File: config.mk
export PLATFORM = sky130hd
export DESIGN_NAME = message_arbiter
export DESIGN_NICKNAME = d
export VERILOG_FILES = /design/src/rtl/message_arbiter_pkg.sv /design/src/rtl/message_arbiter_timer.sv /design/src/rtl/message_arbiter.sv
export SDC_FILE = /design/constraint.sdc
export NUM_CORES = 1
export LEC_CHECK = 0
export CAP_MARGIN = 20
export CORE_ASPECT_RATIO = 0.6
export CORE_MARGIN = 10
export CORE_UTILIZATION = 60
export DETAILED_ROUTE_END_ITERATION = 16
export DONT_BUFFER_PORTS = 1
export PLACE_DENSITY = 0.76
export SLEW_MARGIN = 20
export SYNTH_ARGS = -nofsm -noshare
export SYNTH_HDL_FRONTEND = slang
export SYNTH_SLANG_ARGS = --single-unit
export TNS_END_PERCENT = 10
File: constraint.sdc
create_clock -name clk -period 2.3 [get_ports clk]
set_input_delay 0.46 -clock clk [delete_from_list [all_inputs] [get_ports clk]]
set_output_delay 0.46 -clock clk [all_outputs]
set_load 0.02 [all_outputs]
File: src/rtl/message_arbiter_pkg.sv
// Shared encodings and constants for the message-atomic rs232_tx arbiter.
// Optional timeout release is built when MESSAGE_ARBITER_TIMEOUT_EN is defined.
package message_arbiter_pkg;

    typedef enum logic [1:0] {
        StIdle   = 2'd0,
        StAccept = 2'd1,
        StSend   = 2'd2
    } state_e;

    typedef enum logic {
        GrantIn1 = 1'b0,
        GrantIn2 = 1'b1
    } grant_e;

    localparam logic [7:0] EomDefault = 8'h0A;
    localparam int unsigned TimerWidth = 16;

    function automatic grant_e other_grant(input grant_e g);
        return (g == GrantIn1) ? GrantIn2 : GrantIn1;
    endfunction

endpackage

File: src/rtl/message_arbiter_timer.sv
// Stall timer for a locked producer; expired_o flags that the current stalled
// cycle is the Limit-th one. Only instantiated under MESSAGE_ARBITER_TIMEOUT_EN.
module message_arbiter_timer
    import message_arbiter_pkg::*;
#(
    parameter int unsigned Limit = 1000
) (
    input  logic clk,
    input  logic rst,
    input  logic clear_i,
    input  logic en_i,
    output logic expired_o
);

    localparam logic [TimerWidth-1:0] LastCount = TimerWidth'(Limit - 1);

    logic [TimerWidth-1:0] count_q, count_d;

    assign expired_o = (count_q == LastCount);

    always_comb begin
        count_d = count_q;
        if (clear_i) begin
            count_d = '0;
        end else if (en_i && !expired_o) begin
            count_d = count_q + TimerWidth'(1);
        end
    end

    always_ff @(posedge clk or posedge rst) begin
        if (rst) begin
            count_q <= '0;
        end else begin
            count_q <= count_d;
        end
    end

endmodule

File: src/rtl/message_arbiter.sv
// Round-robin, message-atomic arbiter merging two 32-bit rs232_tx streams.
// Define MESSAGE_ARBITER_TIMEOUT_EN to build the stalled-lock timeout release.
module message_arbiter
    import message_arbiter_pkg::*;
#(
    parameter logic [7:0]  EOM     = EomDefault,
    parameter int unsigned TIMEOUT = 1000
) (
    input  logic        clk,
    input  logic        rst,
    output logic        exception,
    input  logic [31:0] input_in1,
    input  logic        input_in1_stb,
    output logic        input_in1_ack,
    input  logic [31:0] input_in2,
    input  logic        input_in2_stb,
    output logic        input_in2_ack,
    output logic [31:0] output_out,
    output logic        output_out_stb,
    input  logic        output_out_ack
);

    if ((TIMEOUT == 0) || (TIMEOUT > 65535)) begin : g_bad_timeout
        $error("message_arbiter: TIMEOUT must be in 1..65535");
    end

    state_e      state_q, state_d;
    grant_e      grant_q, grant_d;
    grant_e      last_grant_q, last_grant_d;
    logic [31:0] out_q, out_d;
    logic        granted_stb;
    logic [31:0] granted_data;
    logic        timeout_hit;

    assign granted_stb  = (grant_q == GrantIn1) ? input_in1_stb : input_in2_stb;
    assign granted_data = (grant_q == GrantIn1) ? input_in1 : input_in2;

`ifdef MESSAGE_ARBITER_TIMEOUT_EN
    logic stall;
    logic timer_expired;
    logic exception_q;

    assign stall = (state_q == StAccept) && !granted_stb;

    // Held clear outside ACCEPT so every entry to ACCEPT starts from zero.
    message_arbiter_timer #(
        .Limit(TIMEOUT)
    ) u_timer (
        .clk      (clk),
        .rst      (rst),
        .clear_i  (state_q != StAccept),
        .en_i     (stall),
        .expired_o(timer_expired)
    );

    assign timeout_hit = stall && timer_expired;

    always_ff @(posedge clk or posedge rst) begin
        if (rst) begin
            exception_q <= 1'b0;
        end else begin
            exception_q <= exception_q | timeout_hit;
        end
    end

    assign exception = exception_q;
`else
    assign timeout_hit = 1'b0;
    assign exception   = 1'b0;
`endif

    always_comb begin
        state_d      = state_q;
        grant_d      = grant_q;
        last_grant_d = last_grant_q;
        out_d        = out_q;
        unique case (state_q)
            StIdle: begin
                if (input_in1_stb && input_in2_stb) begin
                    grant_d = other_grant(last_grant_q);
                    state_d = StAccept;
                end else if (input_in1_stb) begin
                    grant_d = GrantIn1;
                    state_d = StAccept;
                end else if (input_in2_stb) begin
                    grant_d = GrantIn2;
                    state_d = StAccept;
                end
            end
            StAccept: begin
                // A transfer on the expiry cycle takes priority over the timeout.
                if (granted_stb) begin
                    out_d   = granted_data;
                    state_d = StSend;
                end else if (timeout_hit) begin
                    last_grant_d = grant_q;
                    state_d      = StIdle;
                end
            end
            StSend: begin
                if (output_out_ack) begin
                    if (out_q[7:0] == EOM) begin
                        last_grant_d = grant_q;
                        state_d      = StIdle;
                    end else begin
                        state_d = StAccept;
                    end
                end
            end
            default: state_d = StIdle;
        endcase
    end

    always_ff @(posedge clk or posedge rst) begin
        if (rst) begin
            state_q      <= StIdle;
            grant_q      <= GrantIn1;
            last_grant_q <= GrantIn2;
            out_q        <= '0;
        end else begin
            state_q      <= state_d;
            grant_q      <= grant_d;
            last_grant_q <= last_grant_d;
            out_q        <= out_d;
        end
    end

    assign input_in1_ack  = (state_q == StAccept) && (grant_q == GrantIn1);
    assign input_in2_ack  = (state_q == StAccept) && (grant_q == GrantIn2);
    assign output_out_stb = (state_q == StSend);
    assign output_out     = out_q;

endmodule
* Yosys cells after proc, flatten, opt, wreduce, memory -nomap -nowiden
Cells that the tools add are included.
** Storage, ports and cells
- Word-level logic and storage cells :: 33
- Register bits :: 36
** Cells by class
- Bitwise operators :: 1
- Reduce and logical (&&, ||, !) cells :: 9
- Muxes and demuxes :: 13
- Equality and inequality tests :: 6
** Operators by type and width (count)
- two-way mux 32 bit :: 1
- two-way mux 2 bit :: 5
- == test 8 x 4 -> 1 bit, second input constant :: 1
- two-way mux 1 bit :: 6
- one-hot mux 2 bit (3 select lines) :: 1
- AND reduction 3 bit :: 2
- inequality test 4 bit, second input constant :: 1
- AND reduction 2 bit :: 2
- logical AND 1 bit :: 3
- nonzero test 3 bit :: 1
- == test 2 x 1 -> 1 bit, second input constant :: 1
- == test 2 bit, second input constant :: 1
- zero test 2 bit :: 1
- inequality test 2 x 1 -> 1 bit, second input constant :: 1
- inequality test 2 bit, second input constant :: 1
- NOT 1 bit :: 1

* Depth between registers and ports, before layout
- Depth after elaboration :: 4
- Gate-level depth with buffers :: 6
- Mapped depth without buffers :: 3

* Worst setup path after synthesis
Ideal clock, no wire load.
- Path type :: flip-flop to output port
- From :: register grant_q
- To :: output input_in1_ack
- Stages on the path, launching flop included :: 4
- Setup slack :: 0.585 ns
- Data required time :: 1.840 ns
- Arrival :: 1.255 ns
- Path buffers :: 2
- Path through :: dfrtp_1 buf_6 clkbuf_1 nor3b_1
** Between the ends
- Word-level cells in the longest chain between the ends :: 2
** RTL lines
- from (decl) :: RTL line message_arbiter.sv:28 : grant_e grant_q, grant_d;
- from (signal assigned) :: RTL line message_arbiter.sv:117 : grant_q <= GrantIn1;
- from (signal assigned) :: RTL line message_arbiter.sv:122 : grant_q <= grant_d;
- NOT 1 bit :: RTL line message_arbiter.sv:128 : assign input_in1_ack = (state_q == StAccept) && (grant_q == GrantIn1);
- logical AND 1 bit :: RTL line message_arbiter.sv:128
- to (decl) :: RTL line message_arbiter.sv:14 : output logic input_in1_ack,
Every way passes these cells.

* Final worst setup path
- From :: register grant_q
- To :: register out_q[24] (netlist: output_out[24])
** Between the ends
- Word-level cells in the longest chain between the ends :: 2
** RTL lines
- two-way mux 1 bit :: RTL line message_arbiter.sv:35 : assign granted_stb = (grant_q == GrantIn1) ? input_in1_stb : input_in2_stb;
- AND reduction 2 bit (no line)
- to (signal assigned) :: RTL line message_arbiter.sv:124 : out_q <= out_d;
- to (decl) :: RTL line message_arbiter.sv:30 : logic [31:0] out_q, out_d;
Parallel ways exist; a longest one is shown, timed or not.
A chain may end at the register's enable or synchronous reset.

==> flow_metrics.env <==
export IMPL_synth_warnings=0
export IMPL_final_common_cell="dfrtp_1"
export IMPL_first_global_vias=1204
export IMPL_cts_root_buf="clkbuf_8"
export IMPL_ys_seq_area_frac=0.462
export IMPL_grt_first_pass_wirelength_um=6400
export IMPL_synth_async_reset_ratio=1.00
export IMPL_ys_flop_type="dfrtp_1"
export IMPL_hold_violations=0
export IMPL_yosysTopAreaCellShare=0.449
export IMPL_synthesis_nets=199
export IMPL_avgSynthCellArea_um2=15.0
export IMPL_wire_per_inst_um=24.2
export IMPL_antenna_left=0
export IMPL_r2r_start="grant_q$_DFFE_PP0P_"
export IMPL_crit_path_top_delay_cell="and3b_2"
export IMPL_critPathCaptureType="flip-flop"
export IMPL_period_share=0.864
export IMPL_crit_type="flip-flop to flip-flop"
export IMPL_period_needed_ns=1.99
export IMPL_die_w_um=93.6
export IMPL_yosys_area_top_type="dfrtp_1"
export IMPL_critPathRequiredTime_ns=2.47
export IMPL_cts_tree="done"
export IMPL_cp_slowest_stage_delay_ns=0.87
export IMPL_slew_viol_final=0
export IMPL_fill_cells=221
export IMPL_cts_setup_buffers=0
export IMPL_crit_chain="mux2_4, and3b_2, mux2_1"
export IMPL_fin_util=0.685
export IMPL_core_mm2=0.00298
export IMPL_max_slew_margin_rel=0.328
export IMPL_dp_hpwl_um=3240
export IMPL_io_pins=105
export IMPL_rsz0062_at_grt="no"
export IMPL_setup_viol=0
export IMPL_clock_latency_ns=0.28
export IMPL_rows=15
export IMPL_post_cts_resized=0
export IMPL_routed_via_density=6.01
export IMPL_synth_cell_types=23
export IMPL_vdd_drop_max_mv=0.877
export IMPL_vias=1046
export IMPL_drt_iter0_markers=30
export IMPL_tightest_slew_ns=1.01
export IMPL_die_area_mm2=0.00601
export IMPL_ff_latch_area_um2=902
export IMPL_drc=0
export IMPL_p_per_area_mw_per_mm2=1650
export IMPL_startpoint_type="flip-flop"
export IMPL_num_antenna_cells=0
export IMPL_die_h_um=64.2
export IMPL_grt_remaining_overflow=0
export IMPL_clk_pin_slew_ns=0.07
export IMPL_cts_buffers=5
export IMPL_setup_tns_ns=0
export IMPL_cts_sinks=36
export IMPL_syn_area_mm2=0.00195
export IMPL_hold_class="primary input to async pin"
export IMPL_cap_violations=0
export IMPL_critPathLaunch="grant_q$_DFFE_PP0P_"
export IMPL_area_growth_pct=4.68
export IMPL_p_leak_nw=0.904
export IMPL_gp_congestion=0.691
export IMPL_synthTopCellsByArea="dfrtp_1 (45%), mux2_4 (23%), mux2_2 (18%), buf_6 (2.9%), mux2_1 (2.3%)"
export IMPL_rrSetupSlack_ns=0.31
export IMPL_synth_edf_count=0
export IMPL_multi_input_area_um2=968
export IMPL_status="completed"
export IMPL_start_util=0.654
export IMPL_arrival_ns=2.15
export IMPL_drive_gt1_frac=0.561
export IMPL_mostFrequentLayoutCells="dfrtp_1 (35), mux2_2 (32), mux2_4 (30), clkbuf_8 (6), mux2_1 (4)"
export IMPL_clock_skew_final_ns=0.00391
export IMPL_synth_seq_cells=36
export IMPL_port_buffers=0
export IMPL_path_max_fanout=33
export IMPL_fmax_mhz=503
export IMPL_antenna_found_initial=0
export IMPL_track_usage=0.136
export IMPL_drtPass1Iterations=4
export IMPL_totalWireLength_um=4220
export IMPL_postCtsHoldBufs=0
export IMPL_nets=200
export IMPL_grt_max_degree=37
export IMPL_htree_num_levels=2
export IMPL_clock_path_buffers=2
export IMPL_synthCells=130
-- power by group --
part	leakage [nW]	internal, W	switching (W)
Combinational	0.435	0.000848	0.000458
Clock	0.0455	0.000244	0.000208
Sequential	0.423	0.000956	0.000651
-- state kept, by name, indices dropped and copies added, names as in the netlist --
name and flops:
grant_q 1, output_out 32, state_q 2, last_grant_q 1
-- worst max-delay path, delay by kind of cell (launching register included) --
| family | cells | cell delay, ns |
|---|---|---|
| simple gates | 1 | 0.87 |
| flops | 1 | 0.40 |
| mux | 2 | 0.60 |
-- cell usage after synthesis (2+ instances only) --
master and count:
and3b_1 2, inv_1 2, clkbuf_1 3, dfrtp_1 35, buf_6 5, mux2_1 4
mux2_2 32, mux2_4 30, nand2_1 3
-- layer usage --
layer,global-route usage,routed length (um)
met3,0.0921,655
met1,0.147,1600
met2,0.207,1920
met5,0,0
met4,0.0509,45
-- per-stage QoR --
step                      total power, W  std cells  hold slack [ns]  area, um2  setup WS [ns]
after floorplan                  0.00275        130            0.569       1950          0.585
after global placement           0.00289        166            0.355       1950          0.357
after detailed placement         0.00295        166            0.366       1950          0.308
after CTS                        0.00342        174           0.0547       2040          0.285
after global routing             0.00357        174           0.0779       2040          0.210
final                            0.00337        174           0.0546       2040          0.313
-- cell type report --
type	instances	area share
multi-input combinational	83	0.474
sequential	36	0.442
clock buffer	8	0.0441
tap	42	0.0257
timing repair buffer	3	0.0110
inverter	2	0.00367
-- worst paths after layout --
kind / cells past startpoint / to
hold / removal: 1 / output_out[21]$_DFFE_PP0P_
setup reg to reg: 3 / output_out[24]$_DFFE_PP0P_
hold reg to reg: 2 / grant_q$_DFFE_PP0P_
setup / recovery: 3 / output_out[24]$_DFFE_PP0P_
min in group clk: 1 / state_q[0]$_DFFE_PP0P_
max in group asynchronous: 2 / last_grant_q$_DFFE_PP1P_
-- cell families (layout without fill, tap and decap cells) --
logic type | after synthesis | count (layout) | share of synthesized area
muxes | 66 | 66 | 0.438
DFF | 36 | 36 | 0.462
and+or+nand+nor | 12 | 12 | 0.0378
buffers and inverters | 11 | 13 | 0.0423
AOI/OAI and AO/OA | 4 | 4 | 0.0173
other | 1 | 1 | 0.00192
Power figures use the tool's default switching activity.
